## src/rtl/lift_pkg.sv

```systemverilog
// Shared constants and types for the lift request panel and its per-floor debounce.
package lift_pkg;
    localparam int FLOORS    = 16;
    localparam int FLOOR_W   = 4;
    localparam int DEB_TICKS = 3;
    localparam int COUNT_W   = FLOOR_W + 1;

    typedef struct packed {
        logic               here;
        logic               above;
        logic               below;
        logic [COUNT_W-1:0] count;
    } summary_t;
endpackage

```

## src/rtl/lift_debounce.sv

```systemverilog
// One floor button: 2-FF synchronizer, tick-sampled debounce counter, rising-edge pulse.
module lift_debounce
    import lift_pkg::*;
#(
    parameter int DEB_TICKS = lift_pkg::DEB_TICKS
) (
    input  logic clk,
    input  logic rst_n,
    input  logic tick,
    input  logic sw,
    output logic rise
);
    localparam int CW = $clog2(DEB_TICKS + 1);

    logic [1:0]    sync;
    logic [CW-1:0] cnt;
    logic          level;
    logic          level_d;

    always_ff @(posedge clk or negedge rst_n) begin
        if (!rst_n) begin
            sync    <= '0;
            cnt     <= '0;
            level   <= 1'b0;
            level_d <= 1'b0;
        end else begin
            sync    <= {sync[0], sw};
            level_d <= level;
            // Any sample agreeing with the accepted level restarts the run.
            if (tick) begin
                if (sync[1] == level) begin
                    cnt <= '0;
                end else if (cnt == CW'(DEB_TICKS - 1)) begin
                    level <= sync[1];
                    cnt   <= '0;
                end else begin
                    cnt <= cnt + CW'(1);
                end
            end
        end
    end

    assign rise = level & ~level_d;
endmodule

```

## src/rtl/lift_request_panel.sv

```systemverilog
// Latched floor-call register with door-open clearing and registered summary flags.
module lift_request_panel
    import lift_pkg::*;
#(
    parameter int FLOORS    = lift_pkg::FLOORS,
    parameter int DEB_TICKS = lift_pkg::DEB_TICKS
) (
    input  logic               clk,
    input  logic               rst_n,
    input  logic               tick,
    input  logic [FLOORS-1:0]  sw,
    input  logic [FLOOR_W-1:0] lift_num,
    input  logic               lift_open,
    output logic [FLOORS-1:0]  req,
    output logic               req_here,
    output logic               req_above,
    output logic               req_below,
    output logic [COUNT_W-1:0] req_count
);
    logic [FLOORS-1:0] rise;
    logic [FLOORS-1:0] clr;
    logic [FLOORS-1:0] req_nxt;
    summary_t          sum_nxt;
    summary_t          sum_q;

    for (genvar g = 0; g < FLOORS; g++) begin : g_floor
        lift_debounce #(.DEB_TICKS(DEB_TICKS)) u_deb (
            .clk  (clk),
            .rst_n(rst_n),
            .tick (tick),
            .sw   (sw[g]),
            .rise (rise[g])
        );
    end

    // Out-of-range lift_num matches no floor, so nothing is cleared.
    always_comb begin
        clr = '0;
        for (int i = 0; i < FLOORS; i++) begin
            if (lift_open && (int'(lift_num) == i)) clr[i] = 1'b1;
        end
    end

    assign req_nxt = (req | rise) & ~clr;

    always_comb begin
        sum_nxt = '0;
        for (int i = 0; i < FLOORS; i++) begin
            if (req_nxt[i]) begin
                sum_nxt.count = sum_nxt.count + COUNT_W'(1);
                if (i == int'(lift_num))     sum_nxt.here  = 1'b1;
                else if (i > int'(lift_num)) sum_nxt.above = 1'b1;
                else                         sum_nxt.below = 1'b1;
            end
        end
    end

    always_ff @(posedge clk or negedge rst_n) begin
        if (!rst_n) begin
            req   <= '0;
            sum_q <= '0;
        end else begin
            req   <= req_nxt;
            sum_q <= sum_nxt;
        end
    end

    assign req_here  = sum_q.here;
    assign req_above = sum_q.above;
    assign req_below = sum_q.below;
    assign req_count = sum_q.count;
endmodule

```

## config.mk

```make
export PLATFORM = sky130hd
export DESIGN_NAME = lift_request_panel
export DESIGN_NICKNAME = d
export VERILOG_FILES = /design/src/rtl/lift_pkg.sv /design/src/rtl/lift_debounce.sv /design/src/rtl/lift_request_panel.sv
export SDC_FILE = /design/constraint.sdc
export NUM_CORES = 1
export LEC_CHECK = 0
export BUFFER_PORTS_ARGS = -buffer_cell sky130_fd_sc_hd__buf_2
export CORE_UTILIZATION = 30
export CTS_CLUSTER_DIAMETER = 50
export CTS_CLUSTER_SIZE = 25
export DETAILED_ROUTE_END_ITERATION = 8
export GPL_ROUTABILITY_DRIVEN = 0
export PLACE_DENSITY = 0.58
export SLEW_MARGIN = 20
export SYNTH_ARGS = -nofsm -noshare
export SYNTH_HDL_FRONTEND = slang
export SYNTH_SLANG_ARGS = --single-unit
```

## constraint.sdc

```tcl
create_clock -name clk -period 14.73 [get_ports clk]
set_input_delay 4.419 -clock clk [delete_from_list [all_inputs] [get_ports clk]]
set_output_delay 4.419 -clock clk [all_outputs]
set_load 0.01 [all_outputs]
```

# == Yosys cells after proc, flatten, opt, wreduce, memory -nomap -nowiden ==
# Index checks and enable logic that the tools add are counted.
# word_totals
output_inout_bits,24
latchBits,0
in_bits,24
regBits,120
ramBits,0
wordCells,388
romBits,0
mem_count,0
# op_classes
mul,0
bitwise_logic,51
order_cmp,15
eq_ne,62
shifts,0
add_sub_neg,31
n_div,0
muxes,127
reduce_logical,33
# op_table
operator,n
2-to-1 mux 8 bit,15
2-to-1 mux 2 bit,47
"adder 5 x 1 -> 5 bit, second input constant",15
2-to-1 mux 1 bit,64
AND reduction 3 bit,16
"adder 2 x 1 -> 2 bit, second input constant",16
"equality test 2 bit, second input constant",16
"equality test 4 bit, first input constant",8
"equality test 4 bit, second input constant",8
"> comparator 4 bit, first input constant",8
inverter 1 bit,32
AND 1 bit,16
AND 16 bit,1
equality test 1 bit,16
"equality test 3 x 4 -> 1 bit, first input constant",4
"equality test 4 x 3 -> 1 bit, second input constant",4
"> comparator 3 x 4 -> 1 bit, first input constant",4
logical AND 1 bit,16
inverter 16 bit,1
bitwise OR 16 bit,1
"equality test 2 x 4 -> 1 bit, first input constant",2
"equality test 4 x 2 -> 1 bit, second input constant",2
"> comparator 2 x 4 -> 1 bit, first input constant",2
2-to-1 mux 6 bit,1
other kinds (4),4

# == Depth between registers and ports, before layout ==
# logic_depth
word_depth,51
mapped_depth,52
ltp_nobuf,50

# == Cells and area by module ==
# A second synthesis with hierarchy kept.
# unflattened
hier_cells,623
hier_area_um2,6550.0
# modules_own_cells
module,area_each_um2,cells_each,n_inst,seq_area_each_um2
lift_debounce,220.2,16,16,150.1
lift_request_panel,3026.7,367,1,600.6

# == Least setup slack after synthesis ==
# OpenSTA, ideal clock, no wires.
# synth_path
kind,input to register
start,in lift_num[1]
end,"reg sum_q, in the netlist req_count[4]"
path_buffers,2
t_arrival_ns,13.530
required_ns,14.605
setup_time_ns,0.125
setup_slack_ns,1.075
stages,51
cell_sequence,clkbuf_1 clkbuf_1 nor3_1 nand2_1 o21bai_1 inv_1 ha_1 xor2_4 inv_1 ha_1 nand2_1 nand2_1 ha_1 inv_1 o221ai_1 o21a_1 ha_1 mux2i_1 [... 15 more ...] a31oi_1 ha_1 mux2i_1 and2_1 inv_1 ha_1 nor2_1 a31oi_1 ha_1 mux2_2 ha_1 nor2_1 nor2_1 ha_1 nand2_1 or4_1 mux2i_1 xnor2_1
# synth_rtl
element,line,source
from (decl),lift_request_panel.sv:12,"input logic [FLOOR_W-1:0] lift_num,"
to (signal assigned),lift_request_panel.sv:64,sum_q <= sum_nxt;
to (decl),lift_request_panel.sv:24,summary_t sum_q;

==> impl_metrics.tcl <==
set metrics [dict create \
    crit_type "in -> reg" \
    synth_cell_types 70 \
    cts_tree "built" \
    hold_end "g_floor[8].u_deb.sync[1]$_DFF_PN0_" \
    syn_nets 661 \
    dpl.cell_count 927 \
    place_ws_ns 0.194 \
    ys_seq_elements 120 \
    vias_per_cell 4.81 \
    hp-class "reg -> reg" \
    wirelength_um 13900 \
    cts_resized 0 \
    cp_data_required_time_ns 15.06 \
    clock.fmax_mhz 72.2 \
    grt_pass1_wl_um 22700 \
    synth_edf_count 0 \
    cts_setup_buffers 0 \
    top_level_ports 48 \
    core_area_um2 21000 \
    path_delay_family "adder cells" \
    min_from "g_floor[8].u_deb.sync[0]$_DFF_PN0_" \
    cts-root-buf "clkbuf_16" \
    row_count 53 \
    critPathSlowestCell "or4_1" \
    synth_top_area_cell "dfrtp_1" \
    diodes 0 \
    whs_ns 0.347 \
    globalRouteOverflowTotal 0 \
    maxSlewViolCount 0 \
    clockBufferDepth 2 \
    slew_headroom_pct 31.7 \
    drc_errors 0 \
    track_usage_pct 13.4 \
    setup_violations 0 \
    grt_max_degree 73 \
    numPortBuffers 47 \
    syn_area_per_cell_um2 10.3 \
    r2r_end "req_count[4]$_DFF_PN0_" \
    antenna_found_initial 0 \
    synth.area.top_cells "dfrtp_1 47%, mux2i_1 4.1%, mux2_2 3.3%" \
    die_area_um2 22000 \
    grt_pass1_vias 4398 \
    grt_setup_unrepaired "false" \
    finalClockSkew_ns 0.0133 \
    crit_top_cell "ha_1" \
    dr.pass1.iters 5 \
    worstPathMaxFanout 5 \
    cp.buffers_inverters 6 \
    vias 4613 \
    ys_warn_count 0 \
    path_clk_slew_ns 0.06 \
    nets 710 \
    worst_pin_slew_ns 1.02 \
    layout_min_cycle_time_ns 13.85 \
    wl_per_cell_um 14.5 \
    yosysMostFrequentCell "dfrtp_1" \
    synthArstFlopShare_pct 100 \
    crit_path_end_kind "register" \
    ys.flop_type "dfrtp_1" \
    r2r_start "g_floor[1].u_deb.level$_DFFE_PN0P_" \
    clk_latency_ns 0.42 \
    hold_depth 0 \
    yosysTopAreaCellShare_pct 46.8 \
    arrival_ns 14.18 \
    netlist_top_cells_count "120 x dfrtp_1, 54 x inv_1, 49 x nand2_1" \
    cts.sinks 120 \
    fp.dieW_um 148 \
    r2r_setup_slack_ns 4.77 \
    ctsHoldBuffers 0 \
    hold_violations 0 \
    synthToLayoutAreaGrowth_pct 18.4 \
    totalNegativeSetupSlack_ns 0 \
    syn_inst 622 \
    start_util_pct 30.5 \
    cap_violations 0 \
    ant_nets 0 \
    drt_iter0_drc 406 \
    rr_worst_depth 47 \
    h-tree-depth 4 \
    numCtsBuffers 17 \
    die_y_um 148 \
    start_kind "input pin" \
    synth_area_um2 6410 \
    finalCritPeriodShare_pct 94.0 \
    yosysSeqAreaShare_pct 46.8 \
    drive_gt1_share_pct 18.0 \
    stdcell_count 959 \
    status "finished clean" \
    max_stage_delay_ns 0.49 \
    finalWorstSetupSlack_ns 0.879 \
    hpwl_um 9920 \
]
==> registers in the layout, summed over array words and instances, names as in the netlist <==
| name | cells |
|---|---|
| req_count | 5 |
| g_floor.u_deb.level | 16 |
| req_above | 1 |
| g_floor.u_deb.level_d | 16 |
| g_floor.u_deb.cnt | 32 |
| req_below | 1 |
| req_here | 1 |
| req | 16 |
| g_floor.u_deb.sync | 32 |
==> metrics by stage <==
step | area, µm² | util [%]
2_1_floorplan | 6410 | -
3_3_place_gp | 6940 | 33.0
3_5_place_dp | 6940 | 33.0
4_1_cts | 7580 | 36.1
5_1_grt | 7590 | 36.1
6_report | 7590 | 36.1
==> kinds of logic (layout without fill, tap and decap cells) <==
logic type	Yosys count	count (layout)	share of synthesized area, %
AO/OA/AOI/OAI	129	129	13.8
multiplexers	45	45	7.39
XOR/XNOR	58	58	10.4
flip-flops	120	120	46.8
adder cells (fa/ha/maj)	15	15	2.93
AND/OR/NAND/NOR	177	177	13.9
buffers and inverters	78	140	4.70
==> worst max path at each step <==
stage / to / cells after the start / slack (ns) / from
after floorplan: req_count[4]$_DFF_PN0_ / 51 / 1.08 / lift_num[1]
after global placement: req_count[4]$_DFF_PN0_ / 48 / 0.50 / lift_num[1]
after detailed placement: req_count[4]$_DFF_PN0_ / 50 / 0.19 / lift_num[1]
after CTS: req_count[4]$_DFF_PN0_ / 50 / 0.62 / lift_num[1]
after global routing: req_count[4]$_DFF_PN0_ / 50 / 0.003 / lift_num[1]
final: req_count[4]$_DFF_PN0_ / 50 / 0.88 / lift_num[1]
==> placed cells by master (no fill, tap or decap), types with 24 or more instances in the layout <==
cell	netlist	layout
nand3_1	34	34
mux2i_1	26	26
nand2_1	49	49
o22ai_1	30	30
buf_2	4	46
nor2_1	30	30
a21oi_1	29	29
inv_1	54	54
xnor2_1	24	24
dfrtp_1	120	120
==> area by class of cell <==
class	count	area [µm²]
Clock inverter	14	209
Fill cell	2082	13400
Sequential cell	120	3000
Timing Repair Buffer	52	275
Multi-Input combinational cell	424	3120
Inverter	56	210
Tap cell	275	344
Clock buffer	18	429
==> metal layers <==
layer | vias up | GRT usage (%) | share of wire, %
met5 | - | 0 | 0
met4 | 0 | 5.52 | 1.5
met2 | 116 | 19.8 | 45
met3 | 16 | 3.01 | 5.2
li1 | 2284 | - | -
met1 | 2197 | 18.7 | 49
Power is left out: the tool's default activity adds up to more than one toggle a clock period on the data nets, which glitch-free logic cannot reach.
